==> src/rtl/memory_dump_tx_pkg.sv <==
// Shared definitions for the memory dump transmitter.
// Optional feature macro: DUMP_CHECKSUM_EN (adds the trailing XOR checksum byte).
package memory_dump_tx_pkg;

    localparam int unsigned BYTES_PER_WORD          = 2;
    localparam int unsigned DEFAULT_CLOCKS_PER_BAUD = 868;

    typedef enum logic [2:0] {
        IDLE,
        LOAD,
        TX_HI,
        TX_LO,
`ifdef DUMP_CHECKSUM_EN
        TX_CK,
`endif
        FINISH
    } state_t;

endpackage

==> src/rtl/memory_dump_tx_if.sv <==
// Control and memory read-port bundle between the dump engine and its host side.
interface memory_dump_tx_if #(
    parameter int unsigned ADDR_W = 5,
    parameter int unsigned WORD_W = 16
);
    logic              start;
    logic              busy;
    logic              done;
    logic [ADDR_W-1:0] rd_addr;
    logic [WORD_W-1:0] rd_data;

    modport master (
        output start,
        output rd_data,
        input  busy,
        input  done,
        input  rd_addr
    );

    modport slave (
        input  start,
        input  rd_data,
        output busy,
        output done,
        output rd_addr
    );
endinterface

==> src/rtl/memory_dump_tx_uart_tx_byte.sv <==
// 8N1 UART byte serializer: start bit, 8 data bits LSB first, stop bit.
// o_busy drops during the final stop-bit cycle so a follow-on write lands
// exactly when the stop bit ends.
module uart_tx_byte #(
    parameter int unsigned CLOCKS_PER_BAUD = memory_dump_tx_pkg::DEFAULT_CLOCKS_PER_BAUD
) (
    input  logic       CLK,
    input  logic       RST,
    input  logic       i_wr,
    input  logic [7:0] i_data,
    output logic       o_busy,
    output logic       o_tx
);

    localparam int unsigned      CNT_W    = (CLOCKS_PER_BAUD > 1) ? $clog2(CLOCKS_PER_BAUD) : 1;
    localparam logic [CNT_W-1:0] CNT_LAST = CNT_W'(CLOCKS_PER_BAUD - 1);
    localparam logic [3:0]       BIT_STOP = 4'd9;

    logic             r_active;
    logic [CNT_W-1:0] r_cnt;
    logic [3:0]       r_bit;
    logic [7:0]       r_shift;
    logic             r_tx;

    logic w_bit_end;
    logic w_last;
    logic w_accept;

    assign w_bit_end = (r_cnt == CNT_LAST);
    assign w_last    = r_active && w_bit_end && (r_bit == BIT_STOP);
    assign o_busy    = r_active && !w_last;
    assign w_accept  = i_wr && !o_busy;
    assign o_tx      = r_tx;

    // Baud counter, bit index and shift register; line idles high.
    always_ff @(posedge CLK or posedge RST) begin
        if (RST) begin
            r_active <= 1'b0;
            r_cnt    <= '0;
            r_bit    <= '0;
            r_shift  <= '0;
            r_tx     <= 1'b1;
        end else if (w_accept) begin
            r_active <= 1'b1;
            r_cnt    <= '0;
            r_bit    <= '0;
            r_shift  <= i_data;
            r_tx     <= 1'b0;
        end else if (r_active) begin
            if (w_bit_end) begin
                r_cnt <= '0;
                if (r_bit == BIT_STOP) begin
                    r_active <= 1'b0;
                end else begin
                    // After eight shifts the register holds all ones, giving the stop bit.
                    r_bit   <= r_bit + 4'd1;
                    r_tx    <= r_shift[0];
                    r_shift <= {1'b1, r_shift[7:1]};
                end
            end else begin
                r_cnt <= r_cnt + 1'b1;
            end
        end
    end

endmodule

==> src/rtl/memory_dump_tx.sv <==
// Streams the whole program memory out over UART, high byte of each word first.
// Optional feature macro: DUMP_CHECKSUM_EN appends the XOR of all payload bytes.
module memory_dump_tx
    import memory_dump_tx_pkg::*;
#(
    parameter int unsigned CLOCKS_PER_BAUD = DEFAULT_CLOCKS_PER_BAUD,
    parameter int unsigned ADDR_W          = 5,
    parameter int unsigned WORD_W          = 16
) (
    input  logic                    CLK,
    input  logic                    RST,
    memory_dump_tx_if.slave         bus,
    output logic                    UART_RXD_OUT
);

    localparam int unsigned HI_TOP = BYTES_PER_WORD * 8 - 1;

    state_t            r_state;
    state_t            w_next;
    logic              r_sent;
    logic [ADDR_W-1:0] r_addr;
    logic [WORD_W-1:0] r_word;
`ifdef DUMP_CHECKSUM_EN
    logic [7:0]        r_cksum;
`endif

    logic       w_wr;
    logic [7:0] w_data;
    logic       w_tx_busy;
    logic       w_frame_done;
    logic       w_last_word;
    logic       w_busy;
    logic       w_done;

    assign w_frame_done = r_sent && !w_tx_busy;
    assign w_last_word  = (r_addr == '1);

    assign bus.rd_addr = r_addr;
    assign bus.busy    = w_busy;
    assign bus.done    = w_done;

    uart_tx_byte #(
        .CLOCKS_PER_BAUD(CLOCKS_PER_BAUD)
    ) u_tx (
        .CLK    (CLK),
        .RST    (RST),
        .i_wr   (w_wr),
        .i_data (w_data),
        .o_busy (w_tx_busy),
        .o_tx   (UART_RXD_OUT)
    );

    // State register.
    always_ff @(posedge CLK or posedge RST) begin
        if (RST) begin
            r_state <= IDLE;
        end else begin
            r_state <= w_next;
        end
    end

    // Next-state selection.
    always_comb begin
        w_next = r_state;
        case (r_state)
            IDLE:   if (bus.start) w_next = LOAD;
            LOAD:   w_next = TX_HI;
            TX_HI:  if (w_frame_done) w_next = TX_LO;
            TX_LO: begin
                if (w_frame_done) begin
                    if (!w_last_word) begin
                        w_next = LOAD;
                    end else begin
`ifdef DUMP_CHECKSUM_EN
                        w_next = TX_CK;
`else
                        w_next = FINISH;
`endif
                    end
                end
            end
`ifdef DUMP_CHECKSUM_EN
            TX_CK:  if (w_frame_done) w_next = FINISH;
`endif
            FINISH: w_next = IDLE;
            default: w_next = IDLE;
        endcase
    end

    // Serializer write strobe, byte select and status outputs.
    always_comb begin
        w_wr   = 1'b0;
        w_data = r_word[7:0];
        w_busy = 1'b0;
        w_done = 1'b0;
        case (r_state)
            LOAD: w_busy = 1'b1;
            TX_HI: begin
                w_busy = 1'b1;
                w_wr   = !r_sent;
                w_data = r_word[HI_TOP -: 8];
            end
            TX_LO: begin
                w_busy = 1'b1;
                w_wr   = !r_sent;
                w_data = r_word[7:0];
            end
`ifdef DUMP_CHECKSUM_EN
            TX_CK: begin
                w_busy = 1'b1;
                w_wr   = !r_sent;
                w_data = r_cksum;
            end
`endif
            FINISH: w_done = 1'b1;
            default: ;
        endcase
    end

    // Datapath: one-shot write flag per TX state, address walk and word capture.
    always_ff @(posedge CLK or posedge RST) begin
        if (RST) begin
            r_sent <= 1'b0;
            r_addr <= '0;
            r_word <= '0;
        end else begin
            r_sent <= (w_next == r_state) ? (r_sent | w_wr) : 1'b0;
            case (r_state)
                IDLE:   if (bus.start) r_addr <= '0;
                LOAD:   r_word <= bus.rd_data;
                TX_LO:  if (w_frame_done && !w_last_word) r_addr <= r_addr + 1'b1;
                FINISH: r_addr <= '0;
                default: ;
            endcase
        end
    end

`ifdef DUMP_CHECKSUM_EN
    // Running XOR of every payload byte handed to the serializer.
    always_ff @(posedge CLK or posedge RST) begin
        if (RST) begin
            r_cksum <= '0;
        end else if (r_state == IDLE && bus.start) begin
            r_cksum <= '0;
        end else if (w_wr && (r_state == TX_HI || r_state == TX_LO)) begin
            r_cksum <= r_cksum ^ w_data;
        end
    end
`endif

endmodule

==> src/flat_wrapper.sv <==
// flat-port wrapper written by rule: the top's interface ports become plain ports
module memory_dump_tx_flat import memory_dump_tx_pkg::*;
#(
    parameter int unsigned CLOCKS_PER_BAUD = DEFAULT_CLOCKS_PER_BAUD,
    parameter int unsigned ADDR_W          = 5,
    parameter int unsigned WORD_W          = 16
)
  (CLK, RST, UART_RXD_OUT, bus_start, bus_rd_data, bus_busy, bus_done, bus_rd_addr);
  memory_dump_tx_if #(.ADDR_W(ADDR_W), .WORD_W(WORD_W)) bus_i ();
  input  logic CLK;
  input  logic RST;
  output logic UART_RXD_OUT;
  input wire logic [$bits(bus_i.start)-1:0] bus_start;
  input wire logic [$bits(bus_i.rd_data)-1:0] bus_rd_data;
  output wire logic [$bits(bus_i.busy)-1:0] bus_busy;
  output wire logic [$bits(bus_i.done)-1:0] bus_done;
  output wire logic [$bits(bus_i.rd_addr)-1:0] bus_rd_addr;
  assign bus_i.start = bus_start;
  assign bus_i.rd_data = bus_rd_data;
  assign bus_busy = bus_i.busy;
  assign bus_done = bus_i.done;
  assign bus_rd_addr = bus_i.rd_addr;
  memory_dump_tx #(.CLOCKS_PER_BAUD(CLOCKS_PER_BAUD), .ADDR_W(ADDR_W), .WORD_W(WORD_W)) u_core (.CLK(CLK), .RST(RST), .bus(bus_i), .UART_RXD_OUT(UART_RXD_OUT));
endmodule
==> config.mk <==
export PLATFORM = sky130hd
export DESIGN_NAME = memory_dump_tx_flat
export DESIGN_NICKNAME = d
export VERILOG_FILES = /design/src/rtl/memory_dump_tx_pkg.sv /design/src/rtl/memory_dump_tx_if.sv /design/src/rtl/memory_dump_tx_uart_tx_byte.sv /design/src/rtl/memory_dump_tx.sv /design/src/flat_wrapper.sv
export SDC_FILE = /design/constraint.sdc
export NUM_CORES = 1
export LEC_CHECK = 0
export CAP_MARGIN = 20
export CORE_UTILIZATION = 40
export DETAILED_ROUTE_END_ITERATION = 10
export GPL_TIMING_DRIVEN = 0
export PLACE_DENSITY = 0.57
export RECOVER_POWER = 100
export SYNTH_ARGS = -nofsm -noshare
export SYNTH_HDL_FRONTEND = slang
export SYNTH_SLANG_ARGS = --single-unit
export TNS_END_PERCENT = 100
==> constraint.sdc <==
create_clock -name CLK -period 4.8 [get_ports CLK]
set_input_delay 0.72 -clock CLK [delete_from_list [all_inputs] [get_ports CLK]]
set_output_delay 0.72 -clock CLK [all_outputs]
set_load 0.005 [all_outputs]
# Word level (Yosys, flattened, before mapping)
# Cells that the tools add are included.
# totals
output_inout_bits	8
register_bits	49
# classes
add_sub_neg	3
n_mux	32
reduce_logical	18
n_eq_ne	11
bitwise	1
# op_table
operator	count
8-bit two-way mux	5
10-bit two-way mux	3
4-bit two-way mux	4
5-bit case mux with 3 select lines	1
1-bit two-way mux	12
3-bit two-way mux	4
3-bit case mux with 4 select lines	1
10-bit by 1-bit adder with 10-bit output, second input constant	1
10-bit == test, second input constant	1
5-bit two-way mux	2
3-bit by 2-bit == test with 1-bit output, second input constant	2
1-bit logical AND	6
3-bit AND reduction	2
5-bit by 1-bit adder with 5-bit output, second input constant	1
5-bit == test, second input constant	1
4-bit by 1-bit adder with 4-bit output, second input constant	1
4-bit == test, second input constant	1
1-bit logical NOT	4
2-bit inequality test, second input constant	2
2-bit nonzero test	2
3-bit by 1-bit == test with 1-bit output, second input constant	1
3-bit == test	1
3-bit == test, second input constant	1
3-bit logical NOT	1
other kinds (5)	5

# Logic depth before layout (Yosys ltp)
# Gate-level depths: netlist of run 1.
# logic_depth
word_depth	11
depth_mapped	8
mapped_depth_nobuf	7

# Cells and area by module
# A second synthesis of run 1 with hierarchy kept.
# hier_totals
cells_unflattened	226
area_unflattened_um2	2511.2
# by_module_without_submodules
module	cells_each	area_per_inst_um2	n_inst
memory_dump_tx	100	1278.7	1
uart_tx_byte	126	1232.4	1

# Worst setup path after synthesis of run 1
# No wires, ideal clock.
# synth_timing
kind	reg-to-reg
start	reg u_core.u_tx.r_cnt[0]
end	reg u_core.r_addr[2] (netlist: u_core.bus.rd_addr[2])
arrival_time_ps	2020
required_ps	4672
synth_period_minus_slack_ps	2148
path_stages_with_launch	7
slack_ps	2652
path_cell_list	dfrtp_1 > ha_1 > or3b_1 > or4_4 > a2111oi_4 > nand2_1 > mux2i_1
# synth_via
elab_chain_len	10
# synth_lines
item	line_no	rtl
start, declared	memory_dump_tx_uart_tx_byte.sv:20	logic [CNT_W-1:0] r_cnt;
start signal, assigned	memory_dump_tx_uart_tx_byte.sv:61	r_cnt <= r_cnt + 1'b1;
10-bit == test	memory_dump_tx_uart_tx_byte.sv:29	assign w_bit_end = (r_cnt == CNT_LAST);
1-bit logical AND (2 in a row)	memory_dump_tx_uart_tx_byte.sv:30	assign w_last = r_active && w_bit_end && (r_bit == BIT_STOP);
1-bit logical NOT	memory_dump_tx_uart_tx_byte.sv:31	assign o_busy = r_active && !w_last;
1-bit logical AND	memory_dump_tx_uart_tx_byte.sv:31	
1-bit logical NOT	memory_dump_tx.sv:35	assign w_frame_done = r_sent && !w_tx_busy;
1-bit logical AND	memory_dump_tx.sv:35	
1-bit logical AND	memory_dump_tx.sv:131	TX_LO: if (w_frame_done && !w_last_word) r_addr <= r_addr + 1'b1;
2-bit by 1-bit inequality test with 1-bit output (no line)	n/a	
3-bit AND reduction (no line)	n/a	
end signal, assigned	memory_dump_tx.sv:131	
end, declared	memory_dump_tx.sv:21	logic [ADDR_W-1:0] r_addr;
# No other way between the ends.
# A chain may end at the register's enable or synchronous reset.

==> results of run 1 <==
-- per-stage QoR --
step                util, %  cell area (µm²)  instances
floorplan                 -             2360        216
global placement       48.4             2720        314
detailed placement     48.8             2740        315
CTS                    50.8             2850        323
global route           49.9             2800        324
finish                 49.9             2800        324
-- power by group --
| group | switching [mW] | total (mW) | internal [mW] |
|---|---|---|---|
| Sequential | 0.120 | 0.700 | 0.581 |
| Combinational | 0.201 | 0.456 | 0.255 |
| Clock | 0.146 | 0.302 | 0.156 |
-- routing by layer --
metal / up-vias / part of all wire, % / GRT usage [%]
met5: - / 0 / 0
met4: 0 / 1.0 / 5.45
met3: 5 / 2.8 / 3.45
met2: 23 / 45 / 25.5
met1: 795 / 51 / 21.3
li1: 835 / - / -
-- sequential cells by signal (all words and copies together), names as in the netlist --
signal and flops:
u_core.bus.rd_addr 5, u_core.r_sent 1, u_core.r_state 3, u_core.r_word 16, u_core.u_tx.o_tx 1, u_core.u_tx.r_active 1
u_core.u_tx.r_bit 4, u_core.u_tx.r_cnt 10, u_core.u_tx.r_shift 8
-- cells by family (layout without fill, tap and decap cells) --
family	after synthesis	count (layout)	synth area share, %
buffers and inverters	18	54	3.23
and+or+nand+nor	63	63	13.3
AOI/OAI and AO/OA	42	42	11.5
xor gates and xnor gates	6	6	2.22
muxes	33	33	15.2
adders and majority gates	5	5	2.65
DFF	49	49	51.9
-- worst min-delay path: cells and delay by family, from the launching register on --
kind	cells	cell delay, ns
flops	1	0.38
compound gates	1	0.06
simple gates	1	0.04
-- worst max-delay path by stage --
stage | start | endpoint | cells past startpoint
finish | RST | u_core.u_tx.r_bit[3] | 3
floorplan | u_core.u_tx.r_cnt[0] | u_core.bus.rd_addr[2] | 6
global placement | RST | u_core.u_tx.r_cnt[4] | 2
CTS | u_core.r_state[2] | bus_done | 4
detailed placement | u_core.r_state[1] | u_core.r_word[0] | 4
global route | RST | u_core.u_tx.r_cnt[8] | 3
-- cell type report --
cell class / instances / area (µm²)
clock inverters: 3 / 43.8
repair buffers: 28 / 268
clock buffers: 5 / 68.8
well taps: 72 / 90.1
multi-input cells: 149 / 1030
inverters: 10 / 37.5
flip-flops and latches: 49 / 1230
fillers: 554 / 2810
plain buffers: 8 / 30.0
-- placed cells by master (no fill, tap or decap), types with 2 or more instances in the layout --
cell | synthesis | routed
mux2i_1 | 10 | 10
clkbuf_8 | 0 | 5
nor2_1 | 12 | 12
mux2_2 | 23 | 23
nand2_1 | 23 | 23
nor3b_1 | 2 | 2
dlygate4sd3_1 | 0 | 9
nand3b_1 | 3 | 3
clkdlybuf4s50_1 | 0 | 17
ha_1 | 5 | 5
nand3_1 | 5 | 5
clkbuf_1 | 6 | 10
o21ai_0 | 20 | 21
or3_1 | 4 | 4
inv_1 | 10 | 10
xnor2_1 | 2 | 2
xor2_1 | 4 | 4
nor3_1 | 4 | 4
and3_1 | 3 | 3
a21oi_1 | 8 | 9
dfrtp_1 | 48 | 48
nor4_1 | 2 | 2
==> summary.md, run 1 <==
| Metric | Value |
|---|---|
| Status | complete, but fails checks |
| Violations in the final reports | max-capacitance violations, max-slew violations |
| Count of pins over their slew limit | 35 |
| Critical R2R Launch | u_core.u_tx.r_cnt[0] |
| Pin count of the biggest net entering global routing | 35 |
| Setup fix buffers added after clock tree synthesis | 0 |
| Number of hold-slack violations in the final timing report | 0 |
| Mean instance size in the synthesized netlist | 10.9 µm² |
| DRC | 0 |
| Number of nets with antenna violations after detailed routing | 0 |
| Worst-Skew Late Latency | 0.31 ns |
| Family of cells with the greatest summed delay on the critical path | buffers and inverters |
| Overall power | 1.46 mW |
| Initial Util | 42.2% |
| Sum of negative setup slack | 0 ns |
| Overall via count from detail_route | 1,658 |
| Hold slack final | 0.481 ns |
| Element type at the critical path start | input pin |
| Number of search-and-repair iterations in the first detailed-routing pass | 4 |
| Post-DR wirelength/cell | 13.4 µm |
| Transition at the pin with the smallest max-transition slack | 1.88 ns |
| Hold_buf cts | 0 |
| Power density relative to cell area | 521 nW/µm² |
| Crit path setup slack, layout | 1.73 ns |
| Cell types with the largest area share after synthesis | dfrtp_1 51%, mux2_2 11%, mux2i_1 4.2% |
| Instance count of the mapped netlist | 216 |
| Yosys synthesis warning count | 0 |
| Die outline area | 6220 µm² |
| Clock tree from TritonCTS | yes |
| Count of cell types in the netlist | 41 |
| Overall track demand over capacity in global routing | 15.9% |
| CP Buf/Inv Count | 3 |
| Critical path start-end classification | input pin to asynchronous set/reset pin |
| Data arrival time of the critical path | 3.12 ns |
| Global-route wire length before repair | 7740 µm |
| Die Y | 78.9 µm |
| Share of layout cells above drive strength 1 | 13.1% |
| Number of cells on the worst reg-to-reg path | 6 |
| Setup slack of the most critical reg-to-reg path | 1.74 ns |
| Most common cell in the netlist | dfrtp_1 |
| Maximum capacitance violations | 1 |
| Routed vias/inst | 5.12 |
| Worst path required time | 4.86 ns |
| Resize count post-CTS | 0 |
| Clock transition at the registers of the reported paths | 0.09 ns |
| Worst hold path stage count | 2 |
| Time the worst path needs with I/O delays and setup | 3.07 ns |
| Biggest cell delay along the critical path | 1.40 ns |
| Seq cells post-synth | 49 |
| Hold worst-path end | u_core.u_tx.o_tx |
| Final wirelength | 4340 µm |
| Leakage power total | 1.19 nW |
| Cells traversed along the worst timing path | dlygate4sd3_1 > inv_1 > clkbuf_1 |
| Post-synth EDFFs | 0 |
| Highest Clock Rate | 326 MHz |
| Root buffer cell | clkbuf_8 |
| Combined area of all synthesized cells | 2360 µm² |
| Final HPWL DP | 3020 µm |
| Area leader, netlist | dfrtp_1 |
| Number of buffers on the longest clock path | 2 |
| Reg-to-Reg End | u_core.bus.rd_addr[2] |
| Synth Net Count | 240 |
| Layout overhead on the synthesized area | 18.4% |
| Placement row count | 27 |
| Setup slack at placement | 2.37 ns |
| Sink Count | 49 |
| RSZ-0062 raised after global routing | no |
| Fin Clk Skew | 0.0113 ns |
| Post-synthesis async set-or-reset flop share | 100% |
| Type of the tightest min-delay check | flop to flop |
| Via count of the first global-routing pass | 1,634 |
| Num CTS Buffers | 5 |
| Leading post-synthesis cells by instance count | 48 x dfrtp_1, 23 x mux2_2, 23 x nand2_1, 20 x o21ai_0, 12 x nor2_1 |
| Slew HR | -25.0% |
| Placer congestion estimate | 0.730 |
| # nets final | 275 |
| Prevailing post-synth register cell | dfrtp_1 |
| Antenna cell count | 0 |
| Peak VDD IR | 0.000258 V |
| Drt first-iter violations | 27 |
| Initial antenna violation count | 0 |
| Final global-route overflow total | 0 |
| Area share of the largest cell type after synthesis | 50.8% |
| Number of port buffers | 26 |
| CP Max Fanout | 34 |
| H-Tree Level Count | 2 |
| Count of pins on the block boundary | 27 |
| Final worst path period share | 63.9% |
| Final Setup Violations | 0 |
| Die boundary width | 78.9 µm |
| Cell with the biggest individual delay on the critical path | clkbuf_1 |
| Sequential cell area fraction in the yosys report | 51.9% |
| Core area | 5610 µm² |
| Critical path capture point type | asynchronous set/reset pin |
| Source of the worst hold timing path | u_core.u_tx.o_tx |
(Power assumes the default switching activity.)
==> run 2, diff against run 1 <==
PLACE_DENSITY = 0.59   (was 0.57)
clock period = 2.5 ns   (was 4.8 ns; I/O delays follow)
==> run 2 against run 1 <==
The run now ends clean. Count of clock-buffer cells in the layout stayed put. Power is 99% higher. Sequential power grew 91%. Clock skew decreased by 0.0068 ns. Via count increased by 0.30%. Global-route usage shrank 0.69 points. Non-clock buffer count is 1 lower. Combinational power increased by 96%. Die area did not move. Critical path depth is 3 higher. Sequential share of layout area fell by 1.0 points. Critical path type is now flop to flop. Critical endpoint is now u_core.bus.rd_addr[2]. Highest routed layer unchanged.
==> summary.md, run 2 (synthesis gave the netlist of run 1 again) <==
| Metric | Value |
|---|---|
| Die Y | 78.9 µm |
| DRC | 0 |
| CP Max Fanout | 6 |
| Placer congestion estimate | 0.731 |
| Count of pins over their slew limit | 0 |
| RSZ-0062 raised after global routing | no |
| Element type at the critical path start | flop |
| Critical path start-end classification | flop to flop |
| Setup slack of the most critical reg-to-reg path | 0.14 ns |
| Time the worst path needs with I/O delays and setup | 2.36 ns |
| Overall via count from detail_route | 1,663 |
| Global-route wire length before repair | 7330 µm |
| Core area | 5610 µm² |
| Worst path required time | 2.69 ns |
| Reg-to-Reg End | u_core.bus.rd_addr[2] |
| Final worst path period share | 94.4% |
| Hold slack final | 0.482 ns |
| CP Launch Point | u_core.u_tx.r_cnt[0] |
| Critical R2R Launch | u_core.u_tx.r_cnt[0] |
| Number of buffers on the longest clock path | 2 |
| Register bank with the most flops | u_core.r_word |
| # nets final | 274 |
| Final wirelength | 4260 µm |
| Fin Clk Skew | 0.00451 ns |
| Die outline area | 6220 µm² |
| Clock tree from TritonCTS | yes |
| Sum of negative setup slack | 0 ns |
| Max FFs per register | 16 |
| Hold worst-path end | u_core.u_tx.r_shift[6] |
| Final-layout fill cell count | 539 |
| Antenna cell count | 0 |
| Largest registers in the final layout | u_core.r_word: 16 flops, u_core.u_tx.r_cnt: 10 flops, u_core.u_tx.r_shift: 8 flops |
| Type of the tightest min-delay check | flop to flop |
| Overall track demand over capacity in global routing | 15.2% |
| Number of cells on the worst reg-to-reg path | 6 |
| Clock transition at the registers of the reported paths | 0.09 ns |
| Number of search-and-repair iterations in the first detailed-routing pass | 4 |
| Layout overhead on the synthesized area | 21.2% |
| Initial Util | 42.2% |
| Critical path capture point type | flop |
| Peak VDD IR | 0.000409 V |
| Post-DR wirelength/cell | 13.2 µm |
| Root buffer cell | clkbuf_8 |
| Source of the worst hold timing path | u_core.u_tx.r_shift[6] |
| H-Tree Level Count | 2 |
| Crit path setup slack, layout | 0.140 ns |
| Number of port buffers | 26 |
| Leakage power total | 1.21 nW |
| Final global-route overflow total | 0 |
| Status | completed |
| Initial antenna violation count | 0 |
| Data arrival time of the critical path | 2.55 ns |
| Via count of the first global-routing pass | 1,584 |
| Count of pins on the block boundary | 27 |
| Power density relative to cell area | 1010 nW/µm² |
| Slew HR | 40.9% |
| Die boundary width | 78.9 µm |
| Placement row count | 27 |
| Leading cell type in the layout, fill and taps excluded | dfrtp_1 |
| Pin count of the biggest net entering global routing | 36 |
| Highest Clock Rate | 424 MHz |
| Overall power | 2.90 mW |
| Transition at the pin with the smallest max-transition slack | 0.887 ns |
| Drt first-iter violations | 81 |
| Share of layout cells above drive strength 1 | 15.5% |
| Worst hold path stage count | 2 |
| Worst-Skew Late Latency | 0.30 ns |
| Setup slack at placement | 0.0540 ns |
| Maximum capacitance violations | 0 |
| Num CTS Buffers | 5 |
| Number of nets with antenna violations after detailed routing | 0 |
| Final Setup Violations | 0 |
| Number of hold-slack violations in the final timing report | 0 |
| Routed vias/inst | 5.15 |
| Sink Count | 49 |
| Most frequent cells in the layout | 48 x dfrtp_1, 23 x nand2_1, 23 x mux2_2 |
| Final HPWL DP | 2990 µm |
-- run 2: per-stage QoR --
stage,util (%),area (µm²),std cells
after floorplan,-,2360,216
final,51.1,2870,323
after CTS,51.2,2870,323
after detailed placement,48.8,2740,315
after global placement,48.4,2720,314
after global routing,51.1,2870,323
-- run 2: power by group --
part           internal [mW]  switching, mW  total (mW)
Clock                  0.397          0.266       0.663
Combinational          0.499          0.398       0.896
Sequential              1.11          0.232        1.34
-- run 2: routing by layer --
layer,wire length [µm],vias up,GRT usage [%]
met5,0,-,0
met4,42,0,4.91
met3,131,4,4.14
met2,1980,27,25.0
met1,2110,798,19.5
li1,-,834,-
-- run 2: cell type report --
class,count,area (µm²),share of cell area [%]
Inverter,10,37.5,1.31
Sequential cell,49,1230,42.8
Clock inverter,3,65.1,2.27
Timing Repair Buffer,27,265,9.25
Buffer,8,38.8,1.35
Tap cell,72,90.1,3.14
Clock buffer,5,68.8,2.40
Multi-Input combinational cell,149,1070,37.5
-- run 2: what timing repair did --
action,in CTS,in global routing
buffers inserted,0,0
hold buffers,0,0
gates resized for setup,0,2
setup endpoints to repair,0,11
-- run 2: how the worst max path moves through the flow --
| stage | end | slack (ns) |
|---|---|---|
| 6_report | u_core.bus.rd_addr[2] | 0.14 |
| 5_1_grt | u_core.u_tx.r_cnt[9] | 0.02 |
| 4_1_cts | u_core.r_word[6] | 0.05 |
| 3_5_place_dp | u_core.r_word[6] | 0.05 |
| 3_3_place_gp | u_core.u_tx.r_cnt[4] | -0.08 |
| 2_1_floorplan | u_core.bus.rd_addr[2] | 0.35 |
-- run 2: worst max-delay path, cell delays in order, from the launching register on --
cell and delay (ns):
dfrtp_1 0.40, ha_1 0.19, or3b_1 0.39, or4_4 0.49, a2111oi_4 0.52, nand2_1 0.13
mux2i_1 0.13
